**src/rtl/pipeline_ctrl_pkg.sv**
```systemverilog
// Shared encodings for the Beta pipeline sequencer: PC mux selects, IR sources,
// exception causes and the controller FSM states.
package pipeline_ctrl_pkg;

  typedef enum logic [2:0] {
    PC_SEL_INC   = 3'd0,
    PC_SEL_BR    = 3'd1,
    PC_SEL_JMP   = 3'd2,
    PC_SEL_ILLOP = 3'd3,
    PC_SEL_XADDR = 3'd4,
    PC_SEL_RESET = 3'd5
  } pc_sel_e;

  typedef enum logic [1:0] {
    IR_SRC_DATA   = 2'd0,
    IR_SRC_NOP    = 2'd1,
    IR_SRC_EXCEPT = 2'd2
  } ir_src_e;

  typedef enum logic [1:0] {
    EXC_NONE  = 2'd0,
    EXC_ILLOP = 2'd1,
    EXC_IRQ   = 2'd2
  } exc_e;

  typedef enum logic [1:0] {
    S_RESET = 2'd0,
    S_RUN   = 2'd1,
    S_HOLD  = 2'd2
  } state_e;

endpackage

```
**src/rtl/pipeline_ctrl.sv**
```systemverilog
// Central sequencer for the 5-stage Beta pipeline: PC redirect, IR annulment,
// reset sequencing and exception/interrupt injection with an irq holdoff window.
module pipeline_ctrl
  import pipeline_ctrl_pkg::*;
#(
  parameter int unsigned IRQ_HOLDOFF = 3,
  parameter int unsigned CNT_W       = 2
) (
  input  logic       clk,
  input  logic       rst,
  input  logic       stall,
  input  logic       op_jmp,
  input  logic       op_beq,
  input  logic       op_bne,
  input  logic       zr,
  input  logic       illop_dec,
  input  logic       irq,
  input  logic       kernel_mode,
  output logic [2:0] pc_sel,
  output logic       pc_we,
  output logic [1:0] ir_src_if,
  output logic [1:0] ir_src_dec,
  output logic [1:0] exc_cause
);

  localparam logic [CNT_W-1:0] HOLD_LOAD = CNT_W'(IRQ_HOLDOFF);

  state_e           state_q, state_d;
  logic [CNT_W-1:0] hold_q, hold_d;
  exc_e             cause_q, cause_d;

  pc_sel_e          pc_sel_c;
  ir_src_e          ir_if_c, ir_dec_c;
  logic             taken;

  assign taken = op_jmp | (op_beq & zr) | (op_bne & ~zr);

  always_ff @(posedge clk) begin
    if (rst) begin
      state_q <= S_RESET;
      hold_q  <= '0;
      cause_q <= EXC_NONE;
    end else begin
      state_q <= state_d;
      hold_q  <= hold_d;
      cause_q <= cause_d;
    end
  end

  always_comb begin
    state_d  = state_q;
    hold_d   = hold_q;
    cause_d  = cause_q;
    pc_sel_c = PC_SEL_INC;
    pc_we    = 1'b1;
    ir_if_c  = IR_SRC_DATA;
    ir_dec_c = IR_SRC_DATA;

    case (state_q)
      S_RUN, S_HOLD: begin
        // Holdoff countdown is the baseline; an exception below overrides it with a reload.
        if (state_q == S_HOLD) begin
          hold_d = hold_q - 1'b1;
          if (hold_q <= CNT_W'(1)) begin
            state_d = S_RUN;
          end
        end

        if (illop_dec) begin
          pc_sel_c = PC_SEL_ILLOP;
          ir_if_c  = IR_SRC_NOP;
          ir_dec_c = IR_SRC_EXCEPT;
          cause_d  = EXC_ILLOP;
          hold_d   = HOLD_LOAD;
          state_d  = S_HOLD;
        end else if (irq && !kernel_mode && !stall && state_q == S_RUN) begin
          pc_sel_c = PC_SEL_XADDR;
          ir_if_c  = IR_SRC_NOP;
          ir_dec_c = IR_SRC_EXCEPT;
          cause_d  = EXC_IRQ;
          hold_d   = HOLD_LOAD;
          state_d  = S_HOLD;
        end else if (stall) begin
          pc_we    = 1'b0;
          ir_dec_c = IR_SRC_NOP;
        end else if (taken) begin
          pc_sel_c = op_jmp ? PC_SEL_JMP : PC_SEL_BR;
          ir_if_c  = IR_SRC_NOP;
        end
      end

      default: begin
        // S_RESET and any unused encoding both take the reset vector.
        pc_sel_c = PC_SEL_RESET;
        ir_if_c  = IR_SRC_NOP;
        ir_dec_c = IR_SRC_NOP;
        hold_d   = '0;
        state_d  = (state_q == S_RESET) ? S_RUN : S_RESET;
      end
    endcase
  end

  assign pc_sel     = pc_sel_c;
  assign ir_src_if  = ir_if_c;
  assign ir_src_dec = ir_dec_c;
  assign exc_cause  = cause_q;

endmodule

```
**config.mk**
```make
export PLATFORM = sky130hd
export DESIGN_NAME = pipeline_ctrl
export DESIGN_NICKNAME = d
export VERILOG_FILES = /design/src/rtl/pipeline_ctrl_pkg.sv /design/src/rtl/pipeline_ctrl.sv
export SDC_FILE = /design/constraint.sdc
export NUM_CORES = 1
export LEC_CHECK = 0
export CAP_MARGIN = 15
export CORE_AREA = 2 2 39 41
export CTS_CLUSTER_SIZE = 28
export DETAILED_ROUTE_END_ITERATION = 16
export DIE_AREA = 0 0 41 43
export PLACE_DENSITY = 0.63
export SLEW_MARGIN = 20
export SYNTH_ARGS = -nofsm -noshare
export SYNTH_HDL_FRONTEND = slang
export SYNTH_SLANG_ARGS = --single-unit
```
**constraint.sdc**
```tcl
create_clock -name clk -period 4.5 [get_ports clk]
set_clock_uncertainty 0.15 [all_clocks]
set_input_delay 0.9 -clock clk [delete_from_list [all_inputs] [get_ports clk]]
set_output_delay 0.9 -clock clk [all_outputs]
set_load 0.005 [all_outputs]
```
Yosys cells after proc, flatten, opt, wreduce, memory -nomap -nowiden
Cells that the tools add are included.
{"block": "word_totals", "reg_bits": 6, "inputBits": 10, "elab_cells": 57}
{"block": "classes", "addsub": 1, "magnitude_cmp": 1, "n_eq_ne": 4, "muxes": 30, "bitwise_logic": 6, "n_reduce_logical": 12}
{"operator": "2-bit 2-to-1 mux", "count": 17}
{"operator": "1-bit 2-to-1 mux", "count": 10}
{"operator": "3-bit 2-to-1 mux", "count": 3}
{"operator": "4-bit != test, second input constant", "count": 2}
{"operator": "2-bit AND reduction", "count": 2}
{"operator": "2-bit OR reduction", "count": 2}
{"operator": "1-bit logical AND", "count": 3}
{"operator": "3-bit nonzero test", "count": 1}
{"operator": "1-bit bitwise AND", "count": 2}
{"operator": "2-bit by 1-bit == test with 1-bit output, second input constant", "count": 1}
{"operator": "2-bit == test, second input constant", "count": 1}
{"operator": "2-bit by 1-bit less-or-equal comparator with 1-bit output, second input constant", "count": 1}
{"operator": "1-bit logical NOT", "count": 2}
{"operator": "2-bit logical NOT", "count": 1}
{"operator": "1-bit inverter", "count": 2}
{"operator": "1-bit bitwise OR", "count": 2}
{"operator": "2-bit nonzero test", "count": 1}
{"operator": "2-bit by 1-bit subtractor with 2-bit output, second input constant", "count": 1}

Depth between registers and ports, before layout
Gate-level depths: netlist (run 1).
{"block": "logic_depth", "ltp_word": 8, "depth_mapped": 6}

Worst setup path after synthesis (run 1)
No wires, ideal clock.
{"block": "synth_timing", "kind": "input-to-output", "startpoint": "in stall", "endpoint": "out ir_src_dec[1]", "arrival_time_ps": 1530, "required_time_ps": 3450, "setup_slack_ps": 1920, "path_stages": 4, "path_buffers": 1, "path_cell_list": "and4bb_4 -> nor2_1 -> nor2b_1 -> buf_4"}
{"block": "synth_via", "elab_chain_len": 6}
{"element": "from (decl)", "line_no": "pipeline_ctrl.sv:11", "rtl": "input logic stall,"}
{"element": "1-bit logical NOT", "line_no": "pipeline_ctrl.sv:76", "rtl": "end else if (irq && !kernel_mode && !stall && state_q == S_RUN) begin"}
{"element": "1-bit logical AND (2 in series)", "line_no": "pipeline_ctrl.sv:76"}
{"element": "2-bit 2-to-1 mux", "line_no": "pipeline_ctrl.sv:76"}
{"element": "2-bit 2-to-1 mux", "line_no": "pipeline_ctrl.sv:69", "rtl": "if (illop_dec) begin"}
{"element": "2-bit 2-to-1 mux", "line_no": "pipeline_ctrl.sv:59", "rtl": "case (state_q)"}
{"element": "to (decl)", "line_no": "pipeline_ctrl.sv:22", "rtl": "output logic [1:0] ir_src_dec,"}
No other way between the ends.

Final worst setup path (run 1)
{"block": "layout_timing", "startpoint": "in stall", "endpoint": "out pc_sel[0]"}
{"block": "layout_via", "elab_chain_len": 6}
{"element": "1-bit logical NOT", "line_no": "pipeline_ctrl.sv:76"}
{"element": "1-bit logical AND (2 in series)", "line_no": "pipeline_ctrl.sv:76"}
{"element": "3-bit 2-to-1 mux (*)", "line_no": "pipeline_ctrl.sv:76"}
{"element": "3-bit 2-to-1 mux (*)", "line_no": "pipeline_ctrl.sv:69"}
{"element": "3-bit 2-to-1 mux (*)", "line_no": "pipeline_ctrl.sv:59"}
{"element": "to (decl)", "line_no": "pipeline_ctrl.sv:19", "rtl": "output logic [2:0] pc_sel,"}
Every way passes the cells marked *; elsewhere a longest branch is shown, timed or not.

==> results of run 1 <==
==> area by class of cell <==
cell class              count  area (µm²)  share of cell area (%)
well taps                  16        20.0                    3.23
repair buffers             18         180                    29.0
inverters                   8        30.0                    4.84
multi-input cells          35         248                    39.9
flip-flops and latches      6         120                    19.4
clock buffers               3        22.5                    3.63
==> sequential cells by signal (all words and copies together) (netlist names) <==
register	count
exc_cause	2
hold_q	2
state_q	2
==> cell families (layout without fill, tap and decap cells) <==
group	after synthesis	after routing	share of synthesized area, %
DFF	6	6	28.8
AOI/OAI and AO/OA	14	14	21.0
adders and majority gates	4	4	12.0
and+or+nand+nor	13	13	18.6
xor gates and xnor gates	1	1	2.10
buffers and inverters	11	29	11.7
other	1	1	0.900
muxes	2	2	4.80
==> worst paths after layout <==
path                        startpoint  slack, ns  cells after the start                        end
max                              stall       0.80                      4                  pc_sel[0]
min          exc_cause[0]$_SDFFE_PP0P_       0.35                      1  exc_cause[0]$_SDFFE_PP0P_
max reg2reg    state_q[0]$_SDFFE_PP0P_       2.97                      4    state_q[0]$_SDFFE_PP0P_
min reg2reg  exc_cause[0]$_SDFFE_PP0P_       0.35                      1  exc_cause[0]$_SDFFE_PP0P_
==> where the power goes <==
| part | switching (mW) | internal (mW) | leakage [nW] |
|---|---|---|---|
| Combinational | 0.0644 | 0.0898 | 0.184 |
| Sequential | 0.00783 | 0.0674 | 0.0491 |
| Clock | 0.0187 | 0.0301 | 0.0138 |
==> layer usage <==
metal / GRT usage (%) / up-vias / share of wire (%)
li1: - / 212 / -
met1: 15.5 / 179 / 45
met2: 15.9 / 17 / 46
met3: 1.57 / 2 / 7.4
met4: 10.0 / 0 / 1.3
met5: 0 / - / 0
==> cells in the mapped netlist <==
cell type	instances	area, µm²
o41ai_1	1	8.76
a31o_2	1	8.76
o21ai_0	4	20.0
nor2b_1	3	18.8
a21oi_1	5	25.0
nor3b_1	1	7.51
inv_1	8	30.0
ha_1	4	50.1
xnor2_1	1	8.76
conb_1	1	3.75
nor2_1	2	7.51
o31ai_1	1	7.51
mux2i_1	2	20.0
a211oi_1	1	7.51
and4bb_4	1	16.3
a41o_1	1	10.0
or3b_1	1	8.76
nand2_1	5	18.8
dfxtp_1	6	120
clkbuf_1	1	3.75
buf_4	2	15.0
==> impl_metrics.json, run 1 <==
{
  "end_kind": "output port",
  "p_leak_nw": 0.247,
  "antenna_cells": 0,
  "min_period_over_period_pct": 82.1,
  "drv_cap": 0,
  "tns_ns": 0,
  "status": "finished, final reports clean",
  "final_nets": 86,
  "syn_avg_cell_area_um2": 8.01,
  "port-buffer-count": 18,
  "hold_ws_ns": 0.347,
  "slowest_delay_ns": 0.57,
  "post-route-cell-area_um2": 621,
  "path_max_fanout": 7,
  "clock_latency_ns": 0.24,
  "grt_overflow": 0,
  "first_global_vias": 362,
  "dp.cells": 83,
  "cts_resized": 0,
  "cts-root-buf": "clkbuf_4",
  "syn_to_final_growth_pct": 48.9,
  "cts_setup_buffers": 0,
  "grt.total_usage_pct": 11.8,
  "ys.warnings.count": 0,
  "cts_buffers": 3,
  "crit_type": "primary input to output port",
  "start_util_pct": 30.1,
  "cts_max_path_buffers": 2,
  "drtAntennaViolNets": 0,
  "power.total_mw": 0.278,
  "cts.sinks": 6,
  "yosys_register_bits": 6,
  "drive_gt1_share_pct": 7.14,
  "rows": 14,
  "cp-start-kind": "primary input",
  "postSynthCellCount": 52,
  "clk_pin_slew_ns": 0.05,
  "crit_buf_inv": 2,
  "vdd_ir_drop_max_v": 0.000186,
  "crit_slowest_cell": "clkdlybuf4s50_1",
  "max_freq_mhz": 271,
  "place_worst_setup_slack_ns": 0.788,
  "cts_hold_buf": 0,
  "grt_pass1_wl_mm": 1.41,
  "synth_seq_area_share_pct": 28.8,
  "num-fill-cells": 150,
  "die_area_um2": 1760,
  "cts_tree": "yes",
  "timing.critical_path.mode_cell": "clkdlybuf4s50_1",
  "cpLargestDelayFamily": "buffers and inverters",
  "power-per-cell-area_nw_per_um2": 448,
  "cp.required_ns": 3.45,
  "hold_viol": 0,
  "routabilityCongestion": 0.663,
  "synth_area_um2": 417,
  "rsz0062_at_grt": "no",
  "antenna_found_initial": 0,
  "via_count": 410,
  "cp_cell_sequence": "clkdlybuf4s50_1, and4bb_4, o41ai_1, clkdlybuf4s50_1",
  "cp.arrival_ns": 2.65,
  "worst_slack_ns": 0.804,
  "final_cell_mix": "18 x clkdlybuf4s50_1, 8 x inv_1, 6 x dfxtp_1",
  "maxSlewViolCount": 0,
  "drc": 0,
  "htree_levels": 1,
  "min_path_type": "flop to flop",
  "synth_cell_types": 21,
  "finalSetupViolations": 0,
  "synth_nets": 66,
  "coreArea_um2": 1380,
  "final_util_pct": 44.8,
  "io_pins": 20,
  "grt_max_degree": 12,
  "wl_per_cell_um": 10.4,
  "drt_first_pass_iters": 4,
  "die_w_um": 41,
  "post_dp_cell_area_um2": 598,
  "fp.dieH_um": 43,
  "layout_commonest_cell": "clkdlybuf4s50_1",
  "viasPerCell": 4.77,
  "place_hpwl_um": 706,
  "first_iter_violations": 9,
  "wl_um": 893,
  "fin_cells": 86,
  "layout_min_cycle_time_ns": 3.70
}
Power figures use the tool's default switching activity.
==> run 2, diff against run 1 <==
==> constraint.sdc (replaced) <==
create_clock -name clk -period 3.8 [get_ports clk]
set_clock_uncertainty 0.15 [all_clocks]
set_input_delay 0.76 -clock clk [delete_from_list [all_inputs] [get_ports clk]]
set_output_delay 0.76 -clock clk [all_outputs]
set_load 0.005 [all_outputs]
==> results of run 2 <==
Same layout as run 1 (identical final DEF). Status: finished, final reports clean.
Main changes from that run: setup slack after placement 0.788 ns -> 0.368 ns; setup slack after layout 0.804 ns -> 0.384 ns; register-to-register setup slack 2.97 ns -> 2.27 ns; total power 0.278 mW -> 0.330 mW; worst IR drop on VDD 0.000186 V -> 0.000220 V
==> run 3, diff against run 2 <==
--- a/config.mk
+++ b/config.mk
@@ -11,7 +11,6 @@
 export DETAILED_ROUTE_END_ITERATION = 16
 export DIE_AREA = 0 0 41 43
 export PLACE_DENSITY = 0.63
-export SLEW_MARGIN = 20
 export SYNTH_ARGS = -nofsm -noshare
 export SYNTH_HDL_FRONTEND = slang
 export SYNTH_SLANG_ARGS = --single-unit
==> results of run 3 <==
Same layout as run 1 (identical final DEF). Status: finished, final reports clean.
Main changes from that run: setup slack after placement 0.788 ns -> 0.368 ns; setup slack after layout 0.804 ns -> 0.384 ns; register-to-register setup slack 2.97 ns -> 2.27 ns; total power 0.278 mW -> 0.330 mW; worst IR drop on VDD 0.000186 V -> 0.000220 V
